--- config.mk ---
export PLATFORM = sky130hd
export DESIGN_NAME = vga_scan_ctrl
export DESIGN_NICKNAME = d
export VERILOG_FILES = /design/src/rtl/vga_scan_ctrl.sv
export SDC_FILE = /design/constraint.sdc
export NUM_CORES = 1
export LEC_CHECK = 0
export CAP_MARGIN = 5
export CORE_AREA = 3 3 81 60
export DETAILED_ROUTE_END_ITERATION = 10
export DIE_AREA = 0 0 84 63
export GPL_ROUTABILITY_DRIVEN = 0
export PLACE_DENSITY = 0.78
export SYNTH_ARGS = -nofsm -noshare
export SYNTH_HDL_FRONTEND = slang
export SYNTH_SLANG_ARGS = --single-unit
--- constraint.sdc ---
create_clock -name clock_in -period 2 [get_ports clock_in]
set_clock_uncertainty 0.05 [all_clocks]
set_input_delay 0.4 -clock clock_in [delete_from_list [all_inputs] [get_ports clock_in]]
set_output_delay 0.4 -clock clock_in [all_outputs]
set_load 0.02 [all_outputs]
--- src/rtl/vga_scan_ctrl.sv ---
// -----------------------------------------------------------------------------
// vga_scan_ctrl
//   Raster sequencer for 640x480@60 VGA on the ~25.3 MHz pixel clock.
//   Free-running horizontal/vertical scan counters issue fetch coordinates to
//   the playfield renderer LOOKAHEAD cycles ahead of the beam. The renderer's
//   colour comes back LOOKAHEAD cycles later and is registered together with
//   the equally delayed sync/blank terms, so every DAC-side output describes
//   the counter state of LOOKAHEAD+1 cycles earlier.
//
// Ports
//   clock_in     in   pixel clock
//   reset_n      in   asynchronous active-low reset
//   fetch_x/y    out  10-bit coordinate requested from the renderer (= counters)
//   fetch_valid  out  fetch coordinate lies in the visible area
//   pixel_rgb    in   renderer colour {R,G,B} for the fetch LOOKAHEAD cycles ago
//   vga_rgb      out  registered colour, forced to zero while blanked
//   vga_hsync    out  horizontal sync, active low
//   vga_vsync    out  vertical sync, active low
//   vga_de       out  display enable, aligned with vga_rgb
//   frame_tick   out  one-cycle pulse at the start of vertical blanking
// -----------------------------------------------------------------------------
module vga_scan_ctrl #(
  parameter int unsigned H_VISIBLE = 640,
  parameter int unsigned H_FRONT   = 16,
  parameter int unsigned H_SYNC    = 96,
  parameter int unsigned H_BACK    = 48,
  parameter int unsigned V_VISIBLE = 480,
  parameter int unsigned V_FRONT   = 10,
  parameter int unsigned V_SYNC    = 2,
  parameter int unsigned V_BACK    = 33,
  parameter int unsigned LOOKAHEAD = 2,
  parameter int unsigned RGB_W     = 3
) (
  input  logic                 clock_in,
  input  logic                 reset_n,
  output logic [9:0]           fetch_x,
  output logic [9:0]           fetch_y,
  output logic                 fetch_valid,
  input  logic [3*RGB_W-1:0]   pixel_rgb,
  output logic [3*RGB_W-1:0]   vga_rgb,
  output logic                 vga_hsync,
  output logic                 vga_vsync,
  output logic                 vga_de,
  output logic                 frame_tick
);

  localparam int unsigned H_TOTAL = H_VISIBLE + H_FRONT + H_SYNC + H_BACK;
  localparam int unsigned V_TOTAL = V_VISIBLE + V_FRONT + V_SYNC + V_BACK;

  // Boundary constants; comparisons are done one bit wider than the counters
  // so a sync region ending exactly at a total of 1024 still compares correctly.
  localparam logic [10:0] H_LAST   = 11'(H_TOTAL - 1);
  localparam logic [10:0] V_LAST   = 11'(V_TOTAL - 1);
  localparam logic [10:0] H_VIS    = 11'(H_VISIBLE);
  localparam logic [10:0] V_VIS    = 11'(V_VISIBLE);
  localparam logic [10:0] HS_START = 11'(H_VISIBLE + H_FRONT);
  localparam logic [10:0] HS_END   = 11'(H_VISIBLE + H_FRONT + H_SYNC);
  localparam logic [10:0] VS_START = 11'(V_VISIBLE + V_FRONT);
  localparam logic [10:0] VS_END   = 11'(V_VISIBLE + V_FRONT + V_SYNC);

  // Scan counters
  logic [9:0] h_cnt_q, h_cnt_d;
  logic [9:0] v_cnt_q, v_cnt_d;

  // Delay lines for the raw timing terms (index 0 = newest)
  logic [LOOKAHEAD-1:0] valid_dly_q, valid_dly_d;
  logic [LOOKAHEAD-1:0] hs_dly_q,    hs_dly_d;
  logic [LOOKAHEAD-1:0] vs_dly_q,    vs_dly_d;

  // Output register
  logic [3*RGB_W-1:0] vga_rgb_q,    vga_rgb_d;
  logic               vga_hsync_q,  vga_hsync_d;
  logic               vga_vsync_q,  vga_vsync_d;
  logic               vga_de_q,     vga_de_d;
  logic               frame_tick_q, frame_tick_d;

  // Raw (undelayed) timing terms
  logic [10:0] h_ext, v_ext;
  logic        valid_raw;
  logic        hs_raw;
  logic        vs_raw;

  assign h_ext = {1'b0, h_cnt_q};
  assign v_ext = {1'b0, v_cnt_q};

  // ---------------------------------------------------------------------------
  // Counter next state: h wraps every line, v advances only on the h wrap.
  // ---------------------------------------------------------------------------
  always_comb begin
    h_cnt_d = h_cnt_q + 10'd1;
    v_cnt_d = v_cnt_q;
    if (h_ext == H_LAST) begin
      h_cnt_d = '0;
      if (v_ext == V_LAST) begin
        v_cnt_d = '0;
      end else begin
        v_cnt_d = v_cnt_q + 10'd1;
      end
    end
  end

  // ---------------------------------------------------------------------------
  // Fetch interface and raw timing terms
  // ---------------------------------------------------------------------------
  assign fetch_x     = h_cnt_q;
  assign fetch_y     = v_cnt_q;
  assign valid_raw   = (h_ext < H_VIS) && (v_ext < V_VIS);
  assign fetch_valid = valid_raw;
  assign hs_raw      = (h_ext >= HS_START) && (h_ext < HS_END);
  assign vs_raw      = (v_ext >= VS_START) && (v_ext < VS_END);

  // ---------------------------------------------------------------------------
  // Delay lines: written as a loop so LOOKAHEAD=1 needs no special case.
  // ---------------------------------------------------------------------------
  always_comb begin
    valid_dly_d    = valid_dly_q;
    hs_dly_d       = hs_dly_q;
    vs_dly_d       = vs_dly_q;
    valid_dly_d[0] = valid_raw;
    hs_dly_d[0]    = hs_raw;
    vs_dly_d[0]    = vs_raw;
    for (int unsigned i = 1; i < LOOKAHEAD; i++) begin
      valid_dly_d[i] = valid_dly_q[i-1];
      hs_dly_d[i]    = hs_dly_q[i-1];
      vs_dly_d[i]    = vs_dly_q[i-1];
    end
  end

  // ---------------------------------------------------------------------------
  // Output register inputs. pixel_rgb is only trusted when the delayed valid
  // says the matching fetch was visible; otherwise the DAC sees black.
  // ---------------------------------------------------------------------------
  always_comb begin
    vga_de_d     = valid_dly_q[LOOKAHEAD-1];
    vga_hsync_d  = ~hs_dly_q[LOOKAHEAD-1];
    vga_vsync_d  = ~vs_dly_q[LOOKAHEAD-1];
    vga_rgb_d    = valid_dly_q[LOOKAHEAD-1] ? pixel_rgb : '0;
    // Start of vertical blanking: first pixel of the first invisible line.
    frame_tick_d = (h_ext == 11'd0) && (v_ext == V_VIS);
  end

  // ---------------------------------------------------------------------------
  // State. Reset leaves the delay lines inactive so nothing partial emerges
  // after release.
  // ---------------------------------------------------------------------------
  always_ff @(posedge clock_in or negedge reset_n) begin
    if (!reset_n) begin
      h_cnt_q      <= '0;
      v_cnt_q      <= '0;
      valid_dly_q  <= '0;
      hs_dly_q     <= '0;
      vs_dly_q     <= '0;
      vga_rgb_q    <= '0;
      vga_hsync_q  <= 1'b1;
      vga_vsync_q  <= 1'b1;
      vga_de_q     <= 1'b0;
      frame_tick_q <= 1'b0;
    end else begin
      h_cnt_q      <= h_cnt_d;
      v_cnt_q      <= v_cnt_d;
      valid_dly_q  <= valid_dly_d;
      hs_dly_q     <= hs_dly_d;
      vs_dly_q     <= vs_dly_d;
      vga_rgb_q    <= vga_rgb_d;
      vga_hsync_q  <= vga_hsync_d;
      vga_vsync_q  <= vga_vsync_d;
      vga_de_q     <= vga_de_d;
      frame_tick_q <= frame_tick_d;
    end
  end

  assign vga_rgb    = vga_rgb_q;
  assign vga_hsync  = vga_hsync_q;
  assign vga_vsync  = vga_vsync_q;
  assign vga_de     = vga_de_q;
  assign frame_tick = frame_tick_q;

endmodule

==> results.py, run 1 <==
metrics = {
    "synth": {
        "synth_cell_types": 39,
        "synth_fp_nets": 152,
        "post-synth-top-area-cell": "dfrtp_1",
        "async_flop_share_pct": 100,
        "netlist_area_mm2": 0.00165,
        "synth_compound_area_share_pct": 6.29,
        "synth-seq-area-share_pct": 59.2,
        "yosysWarningCount": 0,
        "synth_area_leaders": "dfrtp_1 56%, and2_1 3.4%, dfstp_2 3.2%",
        "synth_area_per_cell_um2": 12.1,
        "syn_inst": 137,
        "synthMuxAreaShare_pct": 1.97,
        "synthSimpleGateAreaFrac_pct": 22.3,
        "synthAdderAreaFrac_pct": 3.03,
        "synth_xor_area_share_pct": 4.77,
        "synth_edf_count": 0,
        "ys_ff_latch": 39,
        "ys.flop_type": "dfrtp_1",
        "synth.top_cell.area_share_pct": 56.1,
        "synth_top_family_by_area": "simple AND/OR/NAND/NOR gates",
    },
    "run_status": {
        "status": "complete, no violations",
    },
    "layout": {
        "area_growth_pct": 38.9,
        "seqCellArea_um2": 980,
        "n_antenna_cell": 0,
        "final_area_mm2": 0.00229,
        "drive_gt1_share_pct": 16.3,
        "nets": 210,
        "multi_input_area_um2": 634,
        "nFillCells": 379,
        "utilization_pct": 54.2,
    },
    "sta": {
        "drv_slew": 0,
        "hold_viol": 0,
        "min_period_ns": 1.90,
        "period_share_pct": 95.2,
        "worst_slew_pin_slew_ns": 0.475,
        "rsz0062_at_grt": "no",
        "setup_violations": 0,
        "slew_headroom_pct": 68.3,
        "fmax_mhz": 525,
        "setup_tns_ns": 0,
    },
    "power": {
        "combPwrFrac_pct": 5.2,
        "power_switching_uw": 304,
        "power_density_mw_per_mm2": 603,
        "power_mw": 1.38,
        "swShare_pct": 22.0,
        "p_leak_nw": 0.987,
        "power_frac_seq_pct": 57.8,
        "clkPwrFrac_pct": 36.9,
        "p_int_mw": 1.08,
        "irDropWorstVdd_mv": 0.261,
    },
    "placed_design": {
        "port_buffers": 44,
        "placed_area_mm2": 0.00221,
        "post-dp-hpwl_um": 2690,
    },
    "setup_path": {
        "critPathMaxFanout": 5,
        "cp_cell_sequence": "clkdlybuf4s50_1",
        "crit_buf_inv": 1,
        "path_class": "register to primary output",
        "cp_data_required_time_ns": 1.55,
        "critical_path.top_delay_family": "buffers and inverters",
        "cp_slowest_cell": "clkdlybuf4s50_1",
        "startpoint_type": "register",
        "max_stage_delay_ns": 0.66,
        "cp.arrival_ns": 1.45,
        "worstSetupEndpointType": "primary output",
        "reg2reg_depth": 5,
        "cp.depth": 1,
    },
    "route": {
        "drtPass1Iterations": 4,
        "drtIter0Drc": 24,
        "drc_errors": 0,
        "viasPerCell": 4.99,
        "ant_nets": 0,
        "routed-via-count": 1253,
        "drt_wl_total_um": 3620,
        "wl_per_cell_um": 14.4,
    },
    "floorplanning": {
        "die_h_um": 63,
        "initial_core_util_pct": 39.1,
        "core_mm2": 0.00423,
        "io_pins": 45,
        "die_area_mm2": 0.00529,
        "dieWidth_um": 84,
        "core.rowCount": 20,
    },
    "clocking": {
        "clk_pin_slew_ns": 0.07,
        "cts_setup_buffers": 0,
        "htreeDepth": 2,
        "clkLatencyLatePin_ns": 0.29,
        "cts_tree": "yes",
        "cts_root_buf": "clkbuf_8",
        "clockBufferDepth": 2,
        "cts_hold_buffers": 0,
        "cts_buffers": 5,
        "clock-sinks": 39,
    },
    "grt": {
        "first_global_vias": 1246,
        "track_usage_pct": 14.9,
        "grt-ovfl-total": 0,
        "grt_max_degree": 40,
        "antenna_found_initial": 0,
        "grt_pass1_wl_um": 6260,
    },
    "worst_hold_path": {
        "holdCritPathClass": "input pin to asynchronous set/reset pin",
    },
    "flow_run": {
        "maxCapViolCount": 0,
    },
}
==> flip-flops by register name, summed over array words and instances (netlist names), 2 cells and up <==
name and count:
hs_dly_q 2, vs_dly_q 2, vga_rgb 9, valid_dly_q 2
fetch_y 10, fetch_x 10
==> cell usage after synthesis (all sizes together), types with 4 or more instances <==
cell	count
nand2	7
inv	6
and3	6
nor2	8
nor3	6
nand3	7
nand4	4
a21oi	4
xor2	5
o21ai	4
and2	10
dfrtp	37
ha	4
xnor2	4
==> metal layers <==
metal / GRT usage [%] / routed length, um / vias to the layer above
li1: - / - / 593
met1: 19.4 / 1660 / 615
met2: 24.0 / 1760 / 43
met3: 5.80 / 196 / 2
met4: 2.41 / 10 / 0
met5: 0 / 0 / -
==> cell usage in the layout (no fill, tap or decap), types with 5 or more instances in the layout <==
cell	instances
dfrtp_1	36
inv_1	6
nor2_1	7
clkbuf_8	5
buf_4	9
xor2_1	5
nor3_1	6
nand3_1	6
and2_1	9
clkdlybuf4s50_1	42
nand2_1	7
==> power groups by stage <==
| stage | clock network [mW] | logic (mW) | registers (mW) |
|---|---|---|---|
| floorplan | 0 | 0.00614 | 0.828 |
| global placement | 0 | 0.0721 | 0.815 |
| detailed placement | 0 | 0.0742 | 0.815 |
| CTS | 0.525 | 0.0746 | 0.799 |
| global route | 0.568 | 0.0789 | 0.800 |
| finish | 0.510 | 0.0721 | 0.799 |
==> logic make-up (layout without fill, tap and decap cells) <==
logic type | count (synthesis) | in the layout
multiplexers | 3 | 3
XOR/XNOR | 9 | 9
AND/OR/NAND/NOR | 58 | 58
AO/OA/AOI/OAI | 16 | 16
adder cells (fa/ha/maj) | 4 | 4
flip-flops | 39 | 39
buffers and inverters | 8 | 67
==> timing repair <==
| action | in CTS | in global routing |
|---|---|---|
| cloned | 0 | 0 |
| resized for setup | 1 | 2 |
| setup endpoints to repair | 1 | 2 |
==> worst paths after layout <==
path                            slack [ns]         from     endpoint
worst max-delay path                   0.1   fetch_x[6]   fetch_x[6]
worst min-delay path                  0.11      reset_n   vga_rgb[1]
worst max register to register        0.14   fetch_x[1]   fetch_y[9]
worst min register to register        0.30  hs_dly_q[0]  hs_dly_q[1]
max in group asynchronous             1.43      reset_n   fetch_x[5]
min in group clock_in                 0.30  hs_dly_q[0]  hs_dly_q[1]
==> cell type report <==
class / count / share of cell area, %
clock buffer: 6 / 3.16
clock inverter: 2 / 0.546
inverter: 6 / 0.982
multi-input combinational: 90 / 27.7
sequential: 39 / 42.7
tap: 55 / 3.00
timing repair buffer: 53 / 21.9
==> stage by stage <==
step / cells / setup slack [ns] / hold slack, ns
2_1_floorplan: 137 / 0.129 / 0.0544
3_3_place_gp: 243 / 0.131 / 0.283
3_5_place_dp: 243 / 0.103 / 0.289
4_1_cts: 251 / 0.0438 / 0.116
5_1_grt: 251 / 0.0108 / 0.138
6_report: 251 / 0.0952 / 0.106
Note: power is estimated with default switching activity, not from simulation.
==> run 2: changes to the inputs <==
==> config.mk (replaced) <==
export PLATFORM = sky130hd
export DESIGN_NAME = vga_scan_ctrl
export DESIGN_NICKNAME = d
export VERILOG_FILES = /design/src/rtl/vga_scan_ctrl.sv
export SDC_FILE = /design/constraint.sdc
export NUM_CORES = 1
export LEC_CHECK = 0
export CORE_AREA = 2 2 68 70
export DETAILED_ROUTE_END_ITERATION = 10
export DIE_AREA = 0 0 70 72
export GPL_ROUTABILITY_DRIVEN = 0
export PLACE_DENSITY = 0.77
export SYNTH_ARGS = -nofsm -noshare
export SYNTH_HDL_FRONTEND = slang
export SYNTH_SLANG_ARGS = --single-unit
==> results.py, run 2 (synthesized netlist as in run 1, its figures left out) <==
metrics = {
    "placed_design": {
        "placed_area_mm2": 0.00220,
        "post-dp-hpwl_um": 2410,
        "dpl.cell_count": 240,
        "port_buffers": 44,
    },
    "floorplanning": {
        "core_mm2": 0.00426,
        "io_pins": 45,
        "die_area_mm2": 0.00504,
        "die_h_um": 72,
        "core.rowCount": 24,
        "dieWidth_um": 70,
        "initial_core_util_pct": 38.7,
    },
    "power": {
        "combPwrFrac_pct": 5.2,
        "p_int_mw": 1.08,
        "p_leak_nw": 0.988,
        "power_switching_uw": 294,
        "clkPwrFrac_pct": 36.6,
        "power_mw": 1.37,
        "power_density_mw_per_mm2": 602,
        "power_frac_seq_pct": 58.3,
        "irDropWorstVdd_mv": 0.217,
        "swShare_pct": 21.4,
    },
    "sta": {
        "rsz0062_at_grt": "no",
        "hold_viol": 0,
        "period_share_pct": 97.0,
        "slew_headroom_pct": 68.1,
        "setup_tns_ns": 0,
        "worst_slew_pin_slew_ns": 0.478,
        "setup_violations": 0,
        "drv_slew": 0,
        "fmax_mhz": 516,
        "min_period_ns": 1.94,
    },
    "route": {
        "drc_errors": 0,
        "viasPerCell": 4.92,
        "wl_per_cell_um": 13.6,
        "top_layer_used": "met4",
        "drtIter0Drc": 77,
        "ant_nets": 0,
        "drt-met1-wl_um": 1580,
        "dr_wl_met3_um": 192,
        "drt_wl_total_um": 3380,
        "wl_met2_um": 1550,
        "routed-via-count": 1221,
        "drtPass1Iterations": 4,
    },
    "layout": {
        "final_cells": 248,
        "final_cell_mix": "42 x clkdlybuf4s50_1, 37 x dfrtp_1, 9 x and2_1, 9 x buf_4",
        "final_area_mm2": 0.00228,
        "n_antenna_cell": 0,
        "drive_gt1_share_pct": 15.8,
        "layout_commonest_cell": "clkdlybuf4s50_1",
        "area_growth_pct": 38.0,
        "nets": 210,
    },
    "setup_path": {
        "cp_cell_sequence": "clkdlybuf4s50_1",
        "path_class": "register to primary output",
        "cp.arrival_ns": 1.49,
        "critPathMaxFanout": 7,
        "worstSetupEndpointType": "primary output",
        "crit_buf_inv": 1,
        "cp_slowest_cell": "clkdlybuf4s50_1",
        "max_stage_delay_ns": 0.67,
        "cp_data_required_time_ns": 1.55,
        "critical_path.top_delay_family": "buffers and inverters",
        "r2r_setup_slack_ns": 0.11,
        "startpoint_type": "register",
    },
    "clocking": {
        "htreeDepth": 2,
        "clkLatencyLatePin_ns": 0.29,
        "clockBufferDepth": 2,
        "cts_tree": "yes",
        "cts_setup_buffers": 0,
        "cts_hold_buffers": 0,
        "cts_buffers": 5,
        "clk_pin_slew_ns": 0.08,
        "cts_root_buf": "clkbuf_8",
        "clock-sinks": 39,
    },
    "grt": {
        "first_global_vias": 1229,
        "grt-ovfl-total": 0,
        "antenna_found_initial": 0,
        "grt_max_degree": 40,
        "grt_pass1_wl_um": 5690,
        "track_usage_pct": 14.6,
    },
    "run_status": {
        "status": "complete, no violations",
    },
    "flow_run": {
        "maxCapViolCount": 0,
    },
    "worst_hold_path": {
        "holdCritPathClass": "input pin to asynchronous set/reset pin",
    },
}
-- run 2: cell types whose count changed in the layout (fill, tap and decap cells not counted), sizes merged --
cell and change:
clkbuf +2, clkdlybuf4s15 -1, clkinvlp -1
-- run 2: area by class of cell --
cell class	count	area [um^2]
fill	375	1980
sequential	39	978
multi-input combinational	90	634
timing repair buffer	53	498
clock buffer	7	76.3
tap	52	65.1
inverter	6	22.5
clock inverter	1	5.00
-- run 2: power by group through the flow --
stage	Combinational [mW]	Clock [mW]	Sequential (mW)
2_1_floorplan	0.00614	0	0.828
5_1_grt	0.0784	0.557	0.800
3_3_place_gp	0.0718	0	0.814
4_1_cts	0.0728	0.522	0.800
3_5_place_dp	0.0722	0	0.815
6_report	0.0710	0.502	0.800
-- run 2: final timing paths --
kind	start	end	cells after the start
max	fetch_x[5]	fetch_x[5]	1
min	reset_n	frame_tick	2
max reg2reg	fetch_x[1]	fetch_y[9]	5
min reg2reg	vs_dly_q[1]	vga_vsync	1
max in group asynchronous	reset_n	vga_vsync	2
min in group clock_in	vs_dly_q[1]	vga_vsync	1
-- run 2: what timing repair did --
| item | CTS | global route |
|---|---|---|
| pin swaps | 0 | 0 |
| setup endpoints to repair | 1 | 1 |
| resized for setup | 1 | 2 |
-- run 2: layer usage --
layer | vias to the layer above | global-route usage [%]
met5 | - | 0
met3 | 6 | 5.42
met1 | 588 | 17.8
met2 | 36 | 23.0
li1 | 591 | -
met4 | 0 | 7.26
-- run 2: metrics by stage --
step | utilization, % | hold WS (ns) | setup slack (ns)
2_1_floorplan | - | 0.0544 | 0.129
3_3_place_gp | 51.7 | 0.284 | 0.131
3_5_place_dp | 51.7 | 0.290 | 0.102
4_1_cts | 53.6 | 0.106 | 0.0372
5_1_grt | 53.5 | 0.148 | 0.0103
6_report | 53.5 | 0.104 | 0.0610
